`config.mk`:
```
export PLATFORM = sky130hd
export DESIGN_NAME = bus_arbiter_rr_flat
export DESIGN_NICKNAME = d
export VERILOG_FILES = /design/src/rtl/bus_arbiter_rr_if.sv /design/src/rtl/bus_arbiter_rr.sv /design/src/flat_wrapper.sv
export SDC_FILE = /design/constraint.sdc
export NUM_CORES = 1
export LEC_CHECK = 0
export CORE_MARGIN = 2
export CORE_UTILIZATION = 55
export CTS_BUF_LIST = sky130_fd_sc_hd__clkbuf_4 sky130_fd_sc_hd__clkbuf_8
export DETAILED_ROUTE_END_ITERATION = 6
export PLACE_DENSITY = 0.81
export SYNTH_ARGS = -nofsm -noshare
export SYNTH_HDL_FRONTEND = slang
export SYNTH_SLANG_ARGS = --single-unit
```
`constraint.sdc`:
```
create_clock -name clk -period 2.35 [get_ports clk]
set_input_delay 0.5875 -clock clk [delete_from_list [all_inputs] [get_ports clk]]
set_output_delay 0.5875 -clock clk [all_outputs]
set_load 0.05 [all_outputs]
```
`src/rtl/bus_arbiter_rr_if.sv`:
```
// Bus arbitration signal bundle: master requests and slave readiness in,
// grants and bus status out.
interface bus_arbiter_rr_if #(
  parameter int NUM_MASTERS = 2,
  parameter int NUM_SLAVES  = 3
);
  localparam int MSEL_W = (NUM_MASTERS > 1) ? $clog2(NUM_MASTERS) : 1;

  logic [NUM_MASTERS-1:0] breq;
  logic [NUM_SLAVES-1:0]  sready;
  logic                   err_clr;
  logic [NUM_MASTERS-1:0] bgrant;
  logic [MSEL_W-1:0]      msel;
  logic                   bus_busy;
  logic                   preempt;
  logic                   timeout_err;

  // arbiter side
  modport master (
    input  breq, sready, err_clr,
    output bgrant, msel, bus_busy, preempt, timeout_err
  );

  // requester / bus side
  modport slave (
    output breq, sready, err_clr,
    input  bgrant, msel, bus_busy, preempt, timeout_err
  );
endinterface

```
`src/rtl/bus_arbiter_rr.sv`:
```
// Round-robin bus arbiter with bounded tenure (preemption) and a watchdog on
// slave readiness after each release.
//
//   state        | meaning
//   S_IDLE       | bus free, no owner
//   S_GRANT      | owner holds bgrant, tenure counted
//   S_WAIT_READY | grant dropped, waiting for all sready (watchdog running)
module bus_arbiter_rr #(
  parameter int NUM_MASTERS   = 2,
  parameter int NUM_SLAVES    = 3,
  parameter int MAX_HOLD      = 16,
  parameter int READY_TIMEOUT = 64
) (
  input  logic              clk,
  input  logic              rstn,
  bus_arbiter_rr_if.master  bif
);
  localparam int MSEL_W = (NUM_MASTERS > 1) ? $clog2(NUM_MASTERS) : 1;
  localparam int HOLD_W = (MAX_HOLD > 0) ? $clog2(MAX_HOLD + 1) : 1;
  localparam int WAIT_W = (READY_TIMEOUT > 1) ? $clog2(READY_TIMEOUT + 1) : 1;

  localparam logic [HOLD_W-1:0] HOLD_MAX  = HOLD_W'(MAX_HOLD);
  localparam logic [HOLD_W-1:0] HOLD_LAST = HOLD_W'((MAX_HOLD > 0) ? MAX_HOLD - 1 : 0);
  localparam logic [WAIT_W-1:0] WAIT_LAST = WAIT_W'(READY_TIMEOUT - 1);

  typedef enum logic [1:0] {
    S_IDLE       = 2'd0,
    S_GRANT      = 2'd1,
    S_WAIT_READY = 2'd2
  } state_t;

  state_t                 r_state;
  state_t                 w_state_nxt;
  logic [MSEL_W-1:0]      r_owner;
  logic [MSEL_W-1:0]      r_last;
  logic [HOLD_W-1:0]      r_hold;
  logic [WAIT_W-1:0]      r_wait;
  logic                   r_preempt;
  logic                   r_timeout_err;

  logic [MSEL_W-1:0]      w_win;
  logic                   w_found;
  logic [NUM_MASTERS-1:0] w_owner_mask;
  logic                   w_others;
  logic                   w_all_ready;
  logic                   w_hold_hit;
  logic                   w_arb_load;
  logic                   w_preempt_nxt;
  logic                   w_timeout_set;

  assign w_owner_mask = NUM_MASTERS'(1) << r_owner;
  assign w_others     = |(bif.breq & ~w_owner_mask);
  assign w_all_ready  = &bif.sready;
  // >= so a requester arriving after the counter saturates still preempts
  assign w_hold_hit   = (MAX_HOLD != 0) && (r_hold >= HOLD_LAST);

  always_comb begin
    w_win   = '0;
    w_found = 1'b0;
    for (int k = 1; k <= NUM_MASTERS; k++) begin
      if (!w_found && bif.breq[(int'(r_last) + k) % NUM_MASTERS]) begin
        w_found = 1'b1;
        w_win   = MSEL_W'((int'(r_last) + k) % NUM_MASTERS);
      end
    end
  end

  always_comb begin
    w_state_nxt   = r_state;
    w_arb_load    = 1'b0;
    w_preempt_nxt = 1'b0;
    w_timeout_set = 1'b0;
    case (r_state)
      S_IDLE: begin
        if (w_found) begin
          w_arb_load  = 1'b1;
          w_state_nxt = S_GRANT;
        end
      end
      S_GRANT: begin
        if (!bif.breq[r_owner]) begin
          w_state_nxt = S_WAIT_READY;
        end else if (w_hold_hit && w_others) begin
          w_state_nxt   = S_WAIT_READY;
          w_preempt_nxt = 1'b1;
        end
      end
      S_WAIT_READY: begin
        if (w_all_ready) begin
          if (w_found) begin
            w_arb_load  = 1'b1;
            w_state_nxt = S_GRANT;
          end else begin
            w_state_nxt = S_IDLE;
          end
        end else if (r_wait == WAIT_LAST) begin
          w_timeout_set = 1'b1;
          w_state_nxt   = S_IDLE;
        end
      end
      default: w_state_nxt = S_IDLE;
    endcase
  end

  always_ff @(posedge clk or negedge rstn) begin
    if (!rstn) begin
      r_state       <= S_IDLE;
      r_owner       <= '0;
      r_last        <= MSEL_W'(NUM_MASTERS - 1);
      r_hold        <= '0;
      r_wait        <= '0;
      r_preempt     <= 1'b0;
      r_timeout_err <= 1'b0;
    end else begin
      r_state   <= w_state_nxt;
      r_preempt <= w_preempt_nxt;
      if (w_arb_load) begin
        r_owner <= w_win;
        r_last  <= w_win;
      end
      if (r_state == S_GRANT && w_state_nxt == S_GRANT) begin
        if (r_hold != HOLD_MAX) r_hold <= r_hold + 1'b1;
      end else begin
        r_hold <= '0;
      end
      if (r_state == S_WAIT_READY && w_state_nxt == S_WAIT_READY) begin
        r_wait <= r_wait + 1'b1;
      end else begin
        r_wait <= '0;
      end
      if (w_timeout_set) begin
        r_timeout_err <= 1'b1;
      end else if (bif.err_clr) begin
        r_timeout_err <= 1'b0;
      end
    end
  end

  assign bif.bgrant      = (r_state == S_GRANT) ? w_owner_mask : '0;
  assign bif.msel        = r_owner;
  assign bif.bus_busy    = (r_state != S_IDLE);
  assign bif.preempt     = r_preempt;
  assign bif.timeout_err = r_timeout_err;

endmodule

```
`src/flat_wrapper.sv`:
```
// flat-port wrapper written by rule: the top's interface ports become plain ports
module bus_arbiter_rr_flat 
#(
  parameter int NUM_MASTERS   = 2,
  parameter int NUM_SLAVES    = 3,
  parameter int MAX_HOLD      = 16,
  parameter int READY_TIMEOUT = 64
)
  (clk, rstn, bif_breq, bif_sready, bif_err_clr, bif_bgrant, bif_msel, bif_bus_busy, bif_preempt, bif_timeout_err);
  bus_arbiter_rr_if #(.NUM_MASTERS(NUM_MASTERS), .NUM_SLAVES(NUM_SLAVES)) bif_i ();
  input  logic clk;
  input  logic rstn;
  input wire logic [$bits(bif_i.breq)-1:0] bif_breq;
  input wire logic [$bits(bif_i.sready)-1:0] bif_sready;
  input wire logic [$bits(bif_i.err_clr)-1:0] bif_err_clr;
  output wire logic [$bits(bif_i.bgrant)-1:0] bif_bgrant;
  output wire logic [$bits(bif_i.msel)-1:0] bif_msel;
  output wire logic [$bits(bif_i.bus_busy)-1:0] bif_bus_busy;
  output wire logic [$bits(bif_i.preempt)-1:0] bif_preempt;
  output wire logic [$bits(bif_i.timeout_err)-1:0] bif_timeout_err;
  assign bif_i.breq = bif_breq;
  assign bif_i.sready = bif_sready;
  assign bif_i.err_clr = bif_err_clr;
  assign bif_bgrant = bif_i.bgrant;
  assign bif_msel = bif_i.msel;
  assign bif_bus_busy = bif_i.bus_busy;
  assign bif_preempt = bif_i.preempt;
  assign bif_timeout_err = bif_i.timeout_err;
  bus_arbiter_rr #(.NUM_MASTERS(NUM_MASTERS), .NUM_SLAVES(NUM_SLAVES), .MAX_HOLD(MAX_HOLD), .READY_TIMEOUT(READY_TIMEOUT)) u_core (.clk(clk), .rstn(rstn), .bif(bif_i));
endmodule
```
### After elaboration in Yosys (flattened, before gate mapping)

Cells that the tools add are included.

| storage, ports and cells | value |
|---|---|
| output and inout bits | 6 |
| RAM bits | 0 |
| bits in read-only memories | 0 |
| register bits after elaboration | 18 |
| memories | 0 |
| bits in latches | 0 |

| operators by class | value |
|---|---|
| bitwise operators | 4 |
| reduce and logical (&&, ||, !) cells | 10 |
| multiply operators | 0 |
| $add $sub $neg | 4 |
| eq/ne operators | 7 |
| div/mod/pow operators | 0 |
| magnitude comparators | 4 |
| multiplexer cells | 34 |
| shifts and indexed selects | 1 |

Operators by type and width:

| operator | count |
|---|---|
| $mux 1 | 23 |
| $mux 2 | 6 |
| $mux 5 | 2 |
| $add 7x1->7 const B | 1 |
| $eq 7x6->1 const B | 1 |
| $mux 7 | 1 |
| $lt 2x3->1 const B | 2 |
| $pmux 2 s3 | 1 |
| $add 5x1->5 const B | 1 |
| $ge 5x4->1 const B | 1 |
| $ne 5x5->1 const B | 1 |
| $eq 2x1->1 const B | 2 |
| $eq 2x2->1 const B | 2 |
| $logic_and 1x1->1 | 4 |
| $reduce_bool 2->1 | 2 |
| $reduce_and 3->1 | 1 |
| $add 1x1->1 const B | 2 |
| $and 1x1->1 const A | 2 |
| $and 2x2->2 | 1 |
| $logic_not 2->1 | 1 |
| $lt 1x2->1 const B | 1 |
| $ne 2x2->1 const B | 1 |
| $not 2->2 | 1 |
| $pmux 1 s2 | 1 |
| 3 further kinds | 3 |

### Logic depth before layout (Yosys ltp)

| logic depth | value |
|---|---|
| depth in word-level cells | 15 |
| gate-level depth with buffers | 6 |
| mapped depth without buffers | 6 |

### Least setup slack after synthesis

Ideal clock, no wire load.

| timing path | value |
|---|---|
| path kind | reg2out |
| start | register u_core.r_owner (netlist: u_core.bif.msel) |
| end | output port bif_bgrant[0] |
| stages on the path, launching flop included | 2 |
| path slack | 0.439 ns |
| required time | 1.762 ns |
| arrival | 1.324 ns |
| path buffers | 0 |
| path through | dfrtp_1 nor2_1 |

| on the way | value |
|---|---|
| longest elaborated chain between the ends | 2 |

Ends and longest elaborated chain:

| element | RTL line | text |
|---|---|---|
| from (decl) | bus_arbiter_rr.sv:34 | `logic [MSEL_W-1:0] r_owner;` |
| from (signal assigned) | bus_arbiter_rr.sv:118 | `r_owner <= w_win;` |
| $shl 1x1->2 | bus_arbiter_rr.sv:51 | `assign w_owner_mask = NUM_MASTERS'(1) << r_owner;` |
| $mux 2 | bus_arbiter_rr.sv:139 | `assign bif.bgrant = (r_state == S_GRANT) ? w_owner_mask : '0;` |
| to (decl) | flat_wrapper.sv:16 | `output wire logic [$bits(bif_i.bgrant)-1:0] bif_bgrant;` |

No other way between the ends.

### Worst setup path after layout

| timing path | value |
|---|---|
| start | register u_core.r_state[1] |
| end | output port bif_bus_busy |

| on the way | value |
|---|---|
| longest elaborated chain between the ends | 1 |

Ends and longest elaborated chain:

| element | RTL line | text |
|---|---|---|
| from (decl) | bus_arbiter_rr.sv:32 | `state_t r_state;` |
| from (signal assigned) | bus_arbiter_rr.sv:115 | `r_state <= w_state_nxt;` |
| $reduce_bool 2->1 | bus_arbiter_rr.sv:141 | `assign bif.bus_busy = (r_state != S_IDLE);` |
| to (decl) | flat_wrapper.sv:18 | `output wire logic [$bits(bif_i.bus_busy)-1:0] bif_bus_busy;` |

No other way between the ends.

==> results by group <==
Floorplanning
  – Initial core utilization: 0.601
  – Die Y: 45.3 µm
  – # IOs: 14
  – DIE WIDTH: 45.3 µm
  – Core box area: 1560 µm²
  – Row Count: 14
  – Die area: 2050 µm²

Drt
  – Final WL: 1.72 mm
  – Avg WL per Cell: 14.3 µm
  – WL met2: 918 µm
  – Met3 wire length: 44 µm
  – Vias: 721
  – Uppermost layer routed: met4
  – Post-route met1 wirelength: 747 µm
  – Number of remaining DRC errors: 0
  – Vias per cell: 6.01
  – ANT nets after route: 0
  – Drt first pass iters: 4
  – 1st-iter DRT viols: 8

Critical path
  – Critical-path maximum fanout: 5
  – Startpoint types: flop
  – Crit path from: u_core.r_state[1]$_DFF_PN0_
  – Crit Path Category: reg -> out
  – CP Data Arrival Time: 1690 ps
  – Crit Reg-Reg Startpoint: u_core.r_hold[1]$_DFFE_PN0P_
  – Worst r2r path cells: 6
  – CP required: 1760 ps
  – Worst setup EP type: output port

Power
  – Lkg Pwr: 0.000472 µW
  – Cell Int Power: 623 µW
  – Switch share: 0.395
  – Net Sw Power: 407 µW
  – Reg power frac: 0.407
  – Pwr Total: 1030 µW
  – Pwr per Cell Area: 913 nW/µm²
  – Clock power frac: 0.164
  – Combinational Power Share: 0.428
  – Worst IR Drop VDD: 0.839 mV

Timing
  – Hold Vio Cnt, Final: 0
  – Tmin final: 2270 ps
  – Final Skew: 4.12 ps
  – RSZ-0062 raised after global routing: no
  – Final TNS setup: 0 ps
  – F_max: 440 MHz
  – Crit share post-route: 0.968
  – Final hold slack: 499 ps
  – Slew margin rel.: 0.666
  – Setup violations, final: 0
  – Final WS setup: 75.7 ps
  – Worst slew pin tran: 499 ps
  – Final Slew Violations: 0

GRT
  – Largest net degree at the start of global routing: 19
  – Initial antenna violation count: 0
  – Total GRT Usage: 0.201
  – Vias in the first global route: 740
  – GRT overflow: 0
  – Global-route wire length before repair: 2.95 mm

Placement
  – HPWL after DPL: 1.32 mm
  – RePlAce Congestion: 0.819
  – Worst Setup Slack post-DPL: 402 ps
  – PortBufs: 13

Clock network
  – Clk buf depth: 2
  – Clk Latency, worst-skew pair: 290 ps
  – Total clock buffers created by CTS: 3
  – Worst-path clk slew: 100 ps
  – Root buf cell: clkbuf_4
  – Total clock sinks: 18
  – CTS tree: done
  – # hold bufs at CTS: 0
  – H-tree Lvls: 1
  – Post-cts repair resize count: 0
  – Post-CTS setup buffer count: 0

Worst hold path
  – WHS Path Cells: 2
  – Worst Hold Class: reg -> reg
  – Worst hold start: u_core.bif.timeout_err$_DFFE_PN0P_

Cells and area
  – # diodes: 0
  – Reg area: 452 µm²
  – Synthesis-to-finish area growth: 20.3%
  – Share of cells above drive strength 1: 0.163
  – Final-stage net count: 117
  – Area of the multi-input gates: 467 µm²
  – FILL cells: 124

Synthesis
  – Distinct cell type count after synthesis: 38
  – Ys flop type: dfrtp_1
  – Post-Syn Area: 937 µm²
  – Post-synthesis cell count: 85
  – Sequential share of the synthesized area: 0.482
  – Syn nets: 97
  – Post-synthesis register bit count: 18
  – Asr flop ratio synth: 1.00
  – Syn_area_per_cell: 11.0 µm²
  – Warnings from Yosys: 0
  – Number of synthesized flops with an enable pin: 0

Outcome
  – Outcome: completed

Run
  – # Max-Cap Violations: 0
[routing by layer]
| layer | up-vias | GRT usage |
|---|---|---|
| met5 | - | 0 |
| met4 | 0 | 0.0824 |
| met3 | 2 | 0.0400 |
| met2 | 8 | 0.374 |
| met1 | 358 | 0.220 |
| li1 | 353 | - |
[layout by cell type, fill, tap and decap left out, types with 2 or more instances in the layout]
cell type         n
nor3_1            6
nand2_1           4
buf_4             4
nand2b_1          2
ha_1              4
inv_1             5
o21ai_0           2
dfrtp_1          17
clkbuf_4          4
clkdlybuf4s50_1  11
nor2b_1           2
a211oi_1          2
xor2_1            3
nand3_1           4
xnor2_1           3
nor2_1            6
[state kept, by name, summed over array words and instances, names as in the netlist]
signal / cells
u_core.r_wait: 7
u_core.r_hold: 5
u_core.r_state: 2
u_core.bif.msel: 1
u_core.bif.preempt: 1
u_core.bif.timeout_err: 1
u_core.r_last: 1
[synth_stat cells, types with 2 or more instances]
cell | number | area share
nand2b_1 | 2 | 0.013
ha_1 | 4 | 0.053
xor2_1 | 3 | 0.028
a211oi_1 | 2 | 0.016
inv_1 | 5 | 0.020
nor3_1 | 6 | 0.032
nor2b_1 | 2 | 0.013
nor2_1 | 6 | 0.024
xnor2_1 | 3 | 0.028
nand2_1 | 4 | 0.016
dfrtp_1 | 17 | 0.45
o21ai_0 | 2 | 0.011
nand3_1 | 4 | 0.021
[cell type report]
cell class / count / area share
multi-input cells: 62 / 0.414
flip-flops and latches: 18 / 0.401
repair buffers: 15 / 0.124
clock buffers: 4 / 0.0266
well taps: 16 / 0.0178
inverters: 5 / 0.0166
[worst paths after layout]
| path | end | slack, ps |
|---|---|---|
| setup reg to reg | u_core.r_hold[2]$_DFFE_PN0P_ | 480 |
| hold reg to reg | u_core.bif.timeout_err$_DFFE_PN0P_ | 500 |
| hold / removal | u_core.bif.timeout_err$_DFFE_PN0P_ | 500 |
| max in group asynchronous | u_core.r_last$_DFFE_PN1P_ | 1470 |
| min in group asynchronous | u_core.r_wait[5]$_DFF_PN0_ | 620 |
| setup / recovery | bif_bus_busy | 80 |
[kinds of logic (layout without fill, tap and decap cells)]
family / after synthesis / count (layout) / synth area share
AND/OR/NAND/NOR: 38 / 38 / 0.252
flip-flops: 18 / 18 / 0.482
AO/OA/AOI/OAI: 12 / 12 / 0.109
XOR/XNOR: 6 / 6 / 0.0561
buffers and inverters: 5 / 24 / 0.0200
adder cells (fa/ha/maj): 4 / 4 / 0.0534
multiplexers: 2 / 2 / 0.0267
[per-stage QoR]
stage,instance area [µm²],utilization,std cells
finish,1130,0.723,120
global route,1130,0.723,120
CTS,1130,0.723,120
detailed placement,1100,0.704,116
global placement,1100,0.704,116
floorplan,937,-,85
[worst max-delay path: stages (launching register included)]
cell	delay, ps
dfrtp_1	420
or2_1	270
clkdlybuf4s50_1	710
[power groups by stage]
stage / combinational, µW / sequential (µW) / clock (µW)
3_5_place_dp: 440 / 427 / 0
3_3_place_gp: 438 / 421 / 0
2_1_floorplan: 284 / 446 / 0
6_report: 441 / 419 / 169
5_1_grt: 476 / 430 / 185
4_1_cts: 445 / 420 / 175
Power figures use the tool's default switching activity.
